### src/rtl/spi_pkg.sv
// ---------------------------------------------------------------------------
// spi_pkg
//   Shared definitions for the SPI device endpoint:
//   - spi_state_e       : device frame state machine encoding
//   - CPOL/CPHA/MSB_FIRST: fixed bus mode (mode 0, MSB first)
//   - DEFAULT_SYNC_STAGES: default depth of the input synchronizers
// ---------------------------------------------------------------------------
package spi_pkg;

  typedef enum logic [1:0] {
    IDLE   = 2'd0,
    ACTIVE = 2'd1,
    DONE   = 2'd2
  } spi_state_e;

  localparam bit CPOL      = 1'b0;
  localparam bit CPHA      = 1'b0;
  localparam bit MSB_FIRST = 1'b1;

  localparam int DEFAULT_SYNC_STAGES = 2;

endpackage

### src/rtl/spi_sync_edge.sv
// ---------------------------------------------------------------------------
// spi_sync_edge
//   STAGES-deep synchronizer for one asynchronous input, followed by a
//   registered copy used to detect rising and falling edges.
//   Ports:
//     clk   in   device clock
//     rst   in   asynchronous active-high reset (flops load RST_VAL)
//     din   in   raw asynchronous input
//     dout  out  synchronized level
//     rise  out  one-cycle pulse on a synchronized 0->1 transition
//     fall  out  one-cycle pulse on a synchronized 1->0 transition
// ---------------------------------------------------------------------------
module spi_sync_edge #(
  parameter int   STAGES  = spi_pkg::DEFAULT_SYNC_STAGES,
  parameter logic RST_VAL = 1'b0
) (
  input  logic clk,
  input  logic rst,
  input  logic din,
  output logic dout,
  output logic rise,
  output logic fall
);

  logic [STAGES-1:0] chain;
  logic              prev;

  // NOTE: non-blocking assignments in clocked blocks, so every flop samples
  // the pre-edge value of its neighbour and the chain really shifts by one.
  always_ff @(posedge clk or posedge rst) begin
    if (rst) begin
      chain <= {STAGES{RST_VAL}};
      prev  <= RST_VAL;
    end else begin
      chain <= {chain[STAGES-2:0], din};
      prev  <= chain[STAGES-1];
    end
  end

  assign dout = chain[STAGES-1];
  assign rise = dout & ~prev;
  assign fall = ~dout & prev;

endmodule

### src/rtl/spi_device.sv
// ---------------------------------------------------------------------------
// spi_device
//   SPI mode-0 device endpoint. Shifts in a DW-bit command word on MOSI
//   (MSB first) and returns an RX-bit response on MISO during the last RX
//   bit times of the same frame. SCK/CSN/MOSI are oversampled on clk.
//   Ports:
//     clk        in   device clock (>=4 clk per SCK phase)
//     rst        in   asynchronous active-high reset
//     spi_sck    in   serial clock, idle low
//     spi_csn    in   chip select, active low
//     spi_mosi   in   host-to-device data
//     spi_miso   out  device-to-host data
//     resp_data  in   response word, captured at frame start
//     rx_data    out  last complete command word
//     rx_valid   out  one-cycle pulse when rx_data updates
//     frame_err  out  one-cycle pulse when a frame ends with a bad bit count
//     busy       out  synchronized CSN is low
// ---------------------------------------------------------------------------
module spi_device
  import spi_pkg::*;
#(
  parameter int DW          = 16,
  parameter int RX          = 8,
  parameter int SYNC_STAGES = DEFAULT_SYNC_STAGES
) (
  input  logic          clk,
  input  logic          rst,
  input  logic          spi_sck,
  input  logic          spi_csn,
  input  logic          spi_mosi,
  output logic          spi_miso,
  input  logic [RX-1:0] resp_data,
  output logic [DW-1:0] rx_data,
  output logic          rx_valid,
  output logic          frame_err,
  output logic          busy
);

  localparam int             CW      = $clog2(DW + 1);
  localparam int             PAD     = DW - RX;
  localparam logic [CW-1:0]  CNT_MAX = CW'(DW);

  logic sck_s, sck_rise, sck_fall;
  logic csn_s, csn_rise, csn_fall;
  logic mosi_s, mosi_rise, mosi_fall;

  spi_sync_edge #(.STAGES(SYNC_STAGES), .RST_VAL(1'b0)) u_sck (
    .clk (clk), .rst (rst), .din (spi_sck),
    .dout(sck_s), .rise(sck_rise), .fall(sck_fall)
  );

  spi_sync_edge #(.STAGES(SYNC_STAGES), .RST_VAL(1'b1)) u_csn (
    .clk (clk), .rst (rst), .din (spi_csn),
    .dout(csn_s), .rise(csn_rise), .fall(csn_fall)
  );

  spi_sync_edge #(.STAGES(SYNC_STAGES), .RST_VAL(1'b0)) u_mosi (
    .clk (clk), .rst (rst), .din (spi_mosi),
    .dout(mosi_s), .rise(mosi_rise), .fall(mosi_fall)
  );

  // Only the level of MOSI and the edges of SCK are needed.
  logic unused_sync;
  assign unused_sync = ^{sck_s, mosi_rise, mosi_fall};

  spi_state_e     state;
  logic [CW-1:0]  cnt;
  logic [RX-1:0]  tx_reg;
  logic [DW-1:0]  rx_sh;
  logic           pending;   // CSN fell while in DONE; start on return to IDLE
  logic           fall_bit;

  // MISO value for frame bit k: zeros while k < DW-RX, then response MSB
  // first. Loop-compare keeps the index select width-clean.
  function automatic logic bit_for(input logic [CW-1:0] k,
                                   input logic [RX-1:0] tx);
    logic b;
    int   idx;
    b   = 1'b0;
    idx = RX - 1 - (int'(k) - PAD);
    for (int i = 0; i < RX; i++) begin
      if (i == idx) b = tx[i];
    end
    return b;
  endfunction

  // NOTE: the default assignment first means every path writes fall_bit, so
  // no latch is inferred.
  always_comb begin
    fall_bit = 1'b0;
    if (cnt < CNT_MAX) fall_bit = bit_for(cnt, tx_reg);
  end

  always_ff @(posedge clk or posedge rst) begin
    if (rst) begin
      state     <= IDLE;
      cnt       <= '0;
      tx_reg    <= '0;
      rx_sh     <= '0;
      pending   <= 1'b0;
      spi_miso  <= 1'b0;
      rx_data   <= '0;
      rx_valid  <= 1'b0;
      frame_err <= 1'b0;
    end else begin
      rx_valid  <= 1'b0;
      frame_err <= 1'b0;
      unique case (state)
        IDLE: begin
          if (csn_fall || pending) begin
            tx_reg   <= resp_data;
            rx_sh    <= '0;
            cnt      <= '0;
            spi_miso <= bit_for('0, resp_data);
            pending  <= 1'b0;
            state    <= ACTIVE;
          end
        end
        ACTIVE: begin
          // CSN rising takes priority over any coincident SCK edge.
          if (csn_rise) begin
            state <= DONE;
          end else if (sck_rise) begin
            if (cnt < CNT_MAX) begin
              rx_sh <= {rx_sh[DW-2:0], mosi_s};
              cnt   <= cnt + CW'(1);
            end
          end else if (sck_fall) begin
            spi_miso <= fall_bit;
          end
        end
        DONE: begin
          if (cnt == CNT_MAX) begin
            rx_data  <= rx_sh;
            rx_valid <= 1'b1;
          end else begin
            frame_err <= 1'b1;
          end
          spi_miso <= 1'b0;
          cnt      <= '0;
          pending  <= csn_fall;
          state    <= IDLE;
        end
        default: state <= IDLE;
      endcase
    end
  end

  assign busy = ~csn_s;

endmodule

### config.mk
export PLATFORM = sky130hd
export DESIGN_NAME = spi_device
export DESIGN_NICKNAME = d
export VERILOG_FILES = /design/src/rtl/spi_pkg.sv /design/src/rtl/spi_sync_edge.sv /design/src/rtl/spi_device.sv
export SDC_FILE = /design/constraint.sdc
export NUM_CORES = 1
export LEC_CHECK = 0
export BUFFER_PORTS_ARGS = -buffer_cell sky130_fd_sc_hd__buf_2
export CAP_MARGIN = 20
export CORE_MARGIN = 8
export CORE_UTILIZATION = 35
export CTS_CLUSTER_DIAMETER = 150
export DETAILED_ROUTE_END_ITERATION = 16
export MAX_ROUTING_LAYER = met4
export PLACE_DENSITY_LB_ADDON = 0.08
export SYNTH_ARGS = -nofsm -noshare
export SYNTH_HDL_FRONTEND = slang
export SYNTH_SLANG_ARGS = --single-unit
### constraint.sdc
create_clock -name clk -period 1.8 [get_ports clk]
set_input_delay 0 -clock clk [delete_from_list [all_inputs] [get_ports clk]]
set_output_delay 0 -clock clk [all_outputs]
set_load 0.02 [all_outputs]
**Word level (Yosys, flattened, before mapping)**

Cells that the tools add are included.

- Flip-flop bits (word level): 59
- Input port bits: 13
- Output and inout port bits: 20
- Word-level logic and storage cells: 88

- $add $sub $neg: 3
- Magnitude comparators: 1
- Equality and inequality tests: 17
- Mux-type cells: 32
- Bitwise gates (word level): 8
- Reductions and logical operators: 13

Operators with widths:

| kind | count |
|---|---|
| 2-to-1 mux 16 bit | 4 |
| zero test 32 bit | 1 |
| one-hot mux 16 bit (2 select lines) | 1 |
| equality test 4 x 7 -> 1 bit, first input constant | 4 |
| 2-to-1 mux 5 bit | 4 |
| 2-to-1 mux 1 bit | 17 |
| one-hot mux 5 bit (3 select lines) | 1 |
| AND reduction 5 bit | 3 |
| equality test 3 x 7 -> 1 bit, first input constant | 2 |
| != test 2 bit, second input constant | 7 |
| AND reduction 2 bit | 4 |
| equality test 2 x 7 -> 1 bit, first input constant | 1 |
| subtractor 4 x 6 -> 7 bit, first input constant | 1 |
| subtractor 5 x 4 -> 6 bit, second input constant | 1 |
| adder 5 x 1 -> 5 bit, second input constant | 1 |
| equality test 5 bit, second input constant | 1 |
| < comparator 5 bit, second input constant | 1 |
| AND 1 bit | 4 |
| 2-to-1 mux 2 bit | 2 |
| NOT 1 bit | 4 |
| one-hot mux 2 bit (2 select lines) | 1 |
| nonzero test 2 bit | 2 |
| one-hot mux 1 bit (3 select lines) | 1 |
| nonzero test 3 bit | 1 |
| other kinds (5) | 5 |

**Logic depth before layout (Yosys ltp)**

- Word-level depth: 16
- Gate-level depth with buffers: 6
- Gate-level depth less buffers: 6

**Hierarchy**

From an unflattened synthesis, not the netlist that was laid out.

- Cells, all modules: 216
- Area total of the unflattened synthesis: 2,608.8 um^2

By module, submodules not included:

| module | instances | cells an instance | area an instance (um^2) | seq. area each (um^2) |
|---|---|---|---|---|
| spi_device | 1 | 198 | 2,323.5 | 1,276.2 |
| spi_sync_edge (u_mosi ...) | 2 | 6 | 93.8 | 75.1 |
| spi_sync_edge (u_csn) | 1 | 6 | 97.6 | 78.8 |

**Least setup slack after synthesis**

OpenSTA, ideal clock, no wires.

- Path kind: flip-flop to flip-flop
- From: register cnt[0]
- To: register rx_data[0]
- Setup time: 125 ps
- Data arrival time: 1,598 ps
- Path slack: 77 ps
- Stages on the path, launching flop included: 7
- Path buffers: 1
- Period minus slack after synthesis: 1,723 ps
- Cell sequence: dfrtp_1 inv_1 ha_1 nand3_1 nor2_2 buf_6 mux2_2

- Longest elaborated chain between the ends: 2

Ends and longest elaborated chain:

| item | line | RTL |
|---|---|---|
| start: declaration | spi_device.sv:67 | `logic [CW-1:0] cnt;` |
| start signal: assignment | spi_device.sv:126 | `cnt <= cnt + CW'(1);` |
| equality test 5 bit | spi_device.sv:133 | `if (cnt == CNT_MAX) begin` |
| AND reduction 2 bit (no line) | - |  |
| end signal: assignment | spi_device.sv:134 | `rx_data <= rx_sh;` |
| end: declaration | spi_device.sv:33 | `output logic [DW-1:0] rx_data,` |

No other way between the ends.
A chain may end at the register's enable or synchronous reset.

**Worst setup path after layout**

- From: register cnt[3]
- To: register rx_data[8]

Same word-level chain as after synthesis.

==> results.yml <==
place:
  dpl_cell_area_sq_mm: 0.00288
  hpwl_um: 3410
  port_buffers: 32
  pre_cts_slack_ns: 0.170
  gp_congestion: 0.792
power:
  leakage_nw: 1.52
  power_report.internal_total_w: 0.00280
  switchingPower_w: 0.00103
  p_seq_frac: 0.418
  power.share.clock: 0.381
  p_sw_frac: 0.269
  power.share.combinational: 0.201
  power_density_mw_per_mm2: 1180
  peakVddDrop_mv: 0.498
worst_setup_path:
  startpoint: "cnt[3]$_DFFE_PP0P_"
  crit_end: "rx_data[8]$_DFFE_PP0P_"
  cp.required_ns: 2.01
  crit_type: "flop to flop"
  r2r-start: "cnt[3]$_DFFE_PP0P_"
  critical_path.endpoint_type: "flop"
  reg2reg_depth: 6
  cp.arrival_ns: 1.82
  crit_path_start_kind: "flop"
  crit_fanout: 17
  regToRegEndpoint: "rx_data[8]$_DFFE_PP0P_"
  reg2reg_slack_ns: 0.19
synth:
  syn_avg_cell_area_sq_um: 12.5
  yosys.area_share.simple: 0.108
  synth_compound_area_frac: 0.0516
  ys_ff_latch: 59
  synth_top_family_by_area: "multiplexers"
  synth_xor_area_frac: 0.00682
  seq_area_frac_synth: 0.576
  synthesis.area_sq_mm: 0.00257
  synth_nets: 226
  yosys_warnings: 0
  synth_fa_ha_area_frac: 0.0341
  synth_cell_types: 36
  synth_mux_area_frac: 0.167
  syn-instance-count: 206
clock_network:
  post-cts-setup-buffer-count: 0
  cts_buffers: 9
  worst_skew_pair.late_latency_ns: 0.33
  cts-htree-levels: 3
  cts_tree: "yes"
  clockBufferDepth: 2
  cts_sinks: 59
  root_buffer: "clkbuf_8"
  path_clk_slew_ns: 0.07
final_layout:
  nets: 282
  antenna_cells: 0
  layout_common_cells: "dfrtp_1 (55), buf_2 (32), inv_1 (25), nand2_1 (25), mux2_2 (24)"
  design_area_sq_mm: 0.00325
  drive_above_1_share: 0.333
  flow.area_growth_from_synthesis_pct: 26.3
  final_common_cell: "dfrtp_1"
grt:
  overflow: 0
  grt_pass1_wl_um: 8600
  grtUsageTotal: 0.112
  grt_pass1_vias: 1761
  grt_max_degree: 45
  grt_antenna_before_repair: 0
min_path:
  hold_path.class: "input pin to asynchronous set/reset pin"
flow_run:
  drv_cap: 0
route:
  drc_errors: 0
  avgRoutedWirePerCell_um: 13.9
  drt_pre_antenna_iters: 4
  drt_iter0_drc: 42
  avgViaCountPerCell: 4.39
  route.vias.total: 1608
  wl_um: 5080
  antenna_left: 0
timing:
  setup_viol: 0
  tns_ns: 0
  fin_ws_ns: 0.187
  tightest_slew_ns: 0.394
  hold_viol: 0
  rsz0062_at_grt: "false"
  max_freq_ghz: 0.620
  finalCriticalPeriod_ns: 1.61
  drv_slew: 0
  max_slew_margin: 0.736
  skew_ns: 0.00690
  post-route-period-util: 0.896
run_status:
  status: "complete, no violations"
die:
  die_w_um: 102
  start_util: 0.358
  die_area_sq_mm: 0.0103
  core_sq_mm: 0.00718
  die_height_um: 102
  pin_count: 33
  rows: 31
-- critical path, stage by stage (launching register included) --
cell	delay [ns]
dfrtp_1	0.43
inv_1	0.12
ha_1	0.17
nand3_1	0.11
nor2_2	0.15
buf_12	0.18
mux2_2	0.34
-- what timing repair did --
action                                 4_1_cts  5_1_grt
endpoints found under the hold margin       26        0
gates resized for setup                      0        1
setup endpoints to repair                    0        1
hold buffers                                12        0
-- area by class of cell --
class | instances | area [sq um]
clock buffers | 11 | 141
clock inverters | 5 | 100
fillers | 670 | 3930
inverters | 26 | 97.6
multi-input cells | 117 | 946
flip-flops and latches | 59 | 1480
well taps | 99 | 124
repair buffers | 49 | 355
-- power by group through the flow --
stage               Sequential (W)  Clock (W)  Combinational [W]
finish                     0.00160    0.00146           0.000773
global route               0.00163    0.00158           0.000857
CTS                        0.00160    0.00152           0.000791
detailed placement         0.00163          0           0.000769
global placement           0.00163          0           0.000761
floorplan                  0.00159          0           0.000601
-- per-layer routing --
metal / routed length (um) / up-vias / part of all wire / GRT usage
li1: - / 793 / - / -
met1: 2460 / 781 / 0.48 / 0.129
met2: 2360 / 28 / 0.46 / 0.175
met3: 188 / 6 / 0.037 / 0.0447
met4: 71 / 0 / 0.014 / 0.0344
met5: 0 / - / 0 / -
-- through the flow --
stage | total power (W) | util | hold WS, ns | instances
6_report | 0.00384 | 0.452 | 0.194 | 366
5_1_grt | 0.00406 | 0.452 | 0.210 | 366
4_1_cts | 0.00391 | 0.452 | 0.194 | 366
3_5_place_dp | 0.00240 | 0.402 | 0.0103 | 338
3_3_place_gp | 0.00239 | 0.402 | 0.00500 | 338
2_1_floorplan | 0.00219 | - | 0.00448 | 206
-- cells by family (layout without fill, tap and decap cells) --
group | Yosys count | count (layout)
buffers and inverters | 30 | 91
flip-flops | 59 | 59
AO/OA/AOI/OAI | 18 | 18
XOR/XNOR | 2 | 2
AND/OR/NAND/NOR | 50 | 50
adder cells (fa/ha/maj) | 7 | 7
multiplexers | 40 | 40
-- cell usage after synthesis --
cell | n | area (sq um)
or2b_4 | 1 | 11.3
nand3_4 | 1 | 17.5
nor2_1 | 3 | 11.3
nand2b_1 | 1 | 6.26
clkbuf_1 | 1 | 3.75
a41oi_1 | 1 | 8.76
nand3_1 | 2 | 10.0
nor3_1 | 1 | 5.00
nand4_1 | 1 | 6.26
a21oi_1 | 4 | 20.0
o311ai_0 | 1 | 8.76
a211oi_1 | 1 | 7.51
dfstp_2 | 3 | 78.8
buf_12 | 1 | 20.0
nand4b_1 | 1 | 8.76
nand3b_1 | 3 | 22.5
mux2_2 | 24 | 270
inv_1 | 26 | 97.6
dfrtp_1 | 56 | 1400
xnor2_1 | 2 | 17.5
o31a_1 | 1 | 8.76
nor2_2 | 2 | 12.5
ha_1 | 7 | 87.6
nand2_1 | 25 | 93.8
and2b_1 | 1 | 7.51
o21ai_4 | 1 | 16.3
nor2b_1 | 5 | 31.3
o31ai_1 | 2 | 15.0
nor3b_4 | 1 | 18.8
or3_1 | 1 | 6.26
buf_6 | 2 | 22.5
a21oi_4 | 1 | 16.3
mux2i_1 | 16 | 160
o21ai_0 | 5 | 25.0
o22ai_1 | 1 | 6.26
nor2b_2 | 1 | 8.76
-- worst min-delay path by stage --
stage	slack, ns	end
final	0.19	frame_err$_DFF_PP0_
after global routing	0.21	tx_reg[1]$_DFFE_PP0P_
after CTS	0.19	tx_reg[2]$_DFFE_PP0P_
after detailed placement	0.01	tx_reg[2]$_DFFE_PP0P_
after global placement	0.005	tx_reg[6]$_DFFE_PP0P_
after floorplan	0.004	u_csn.chain[0]$_DFF_PP1_
(Power assumes the default switching activity.)
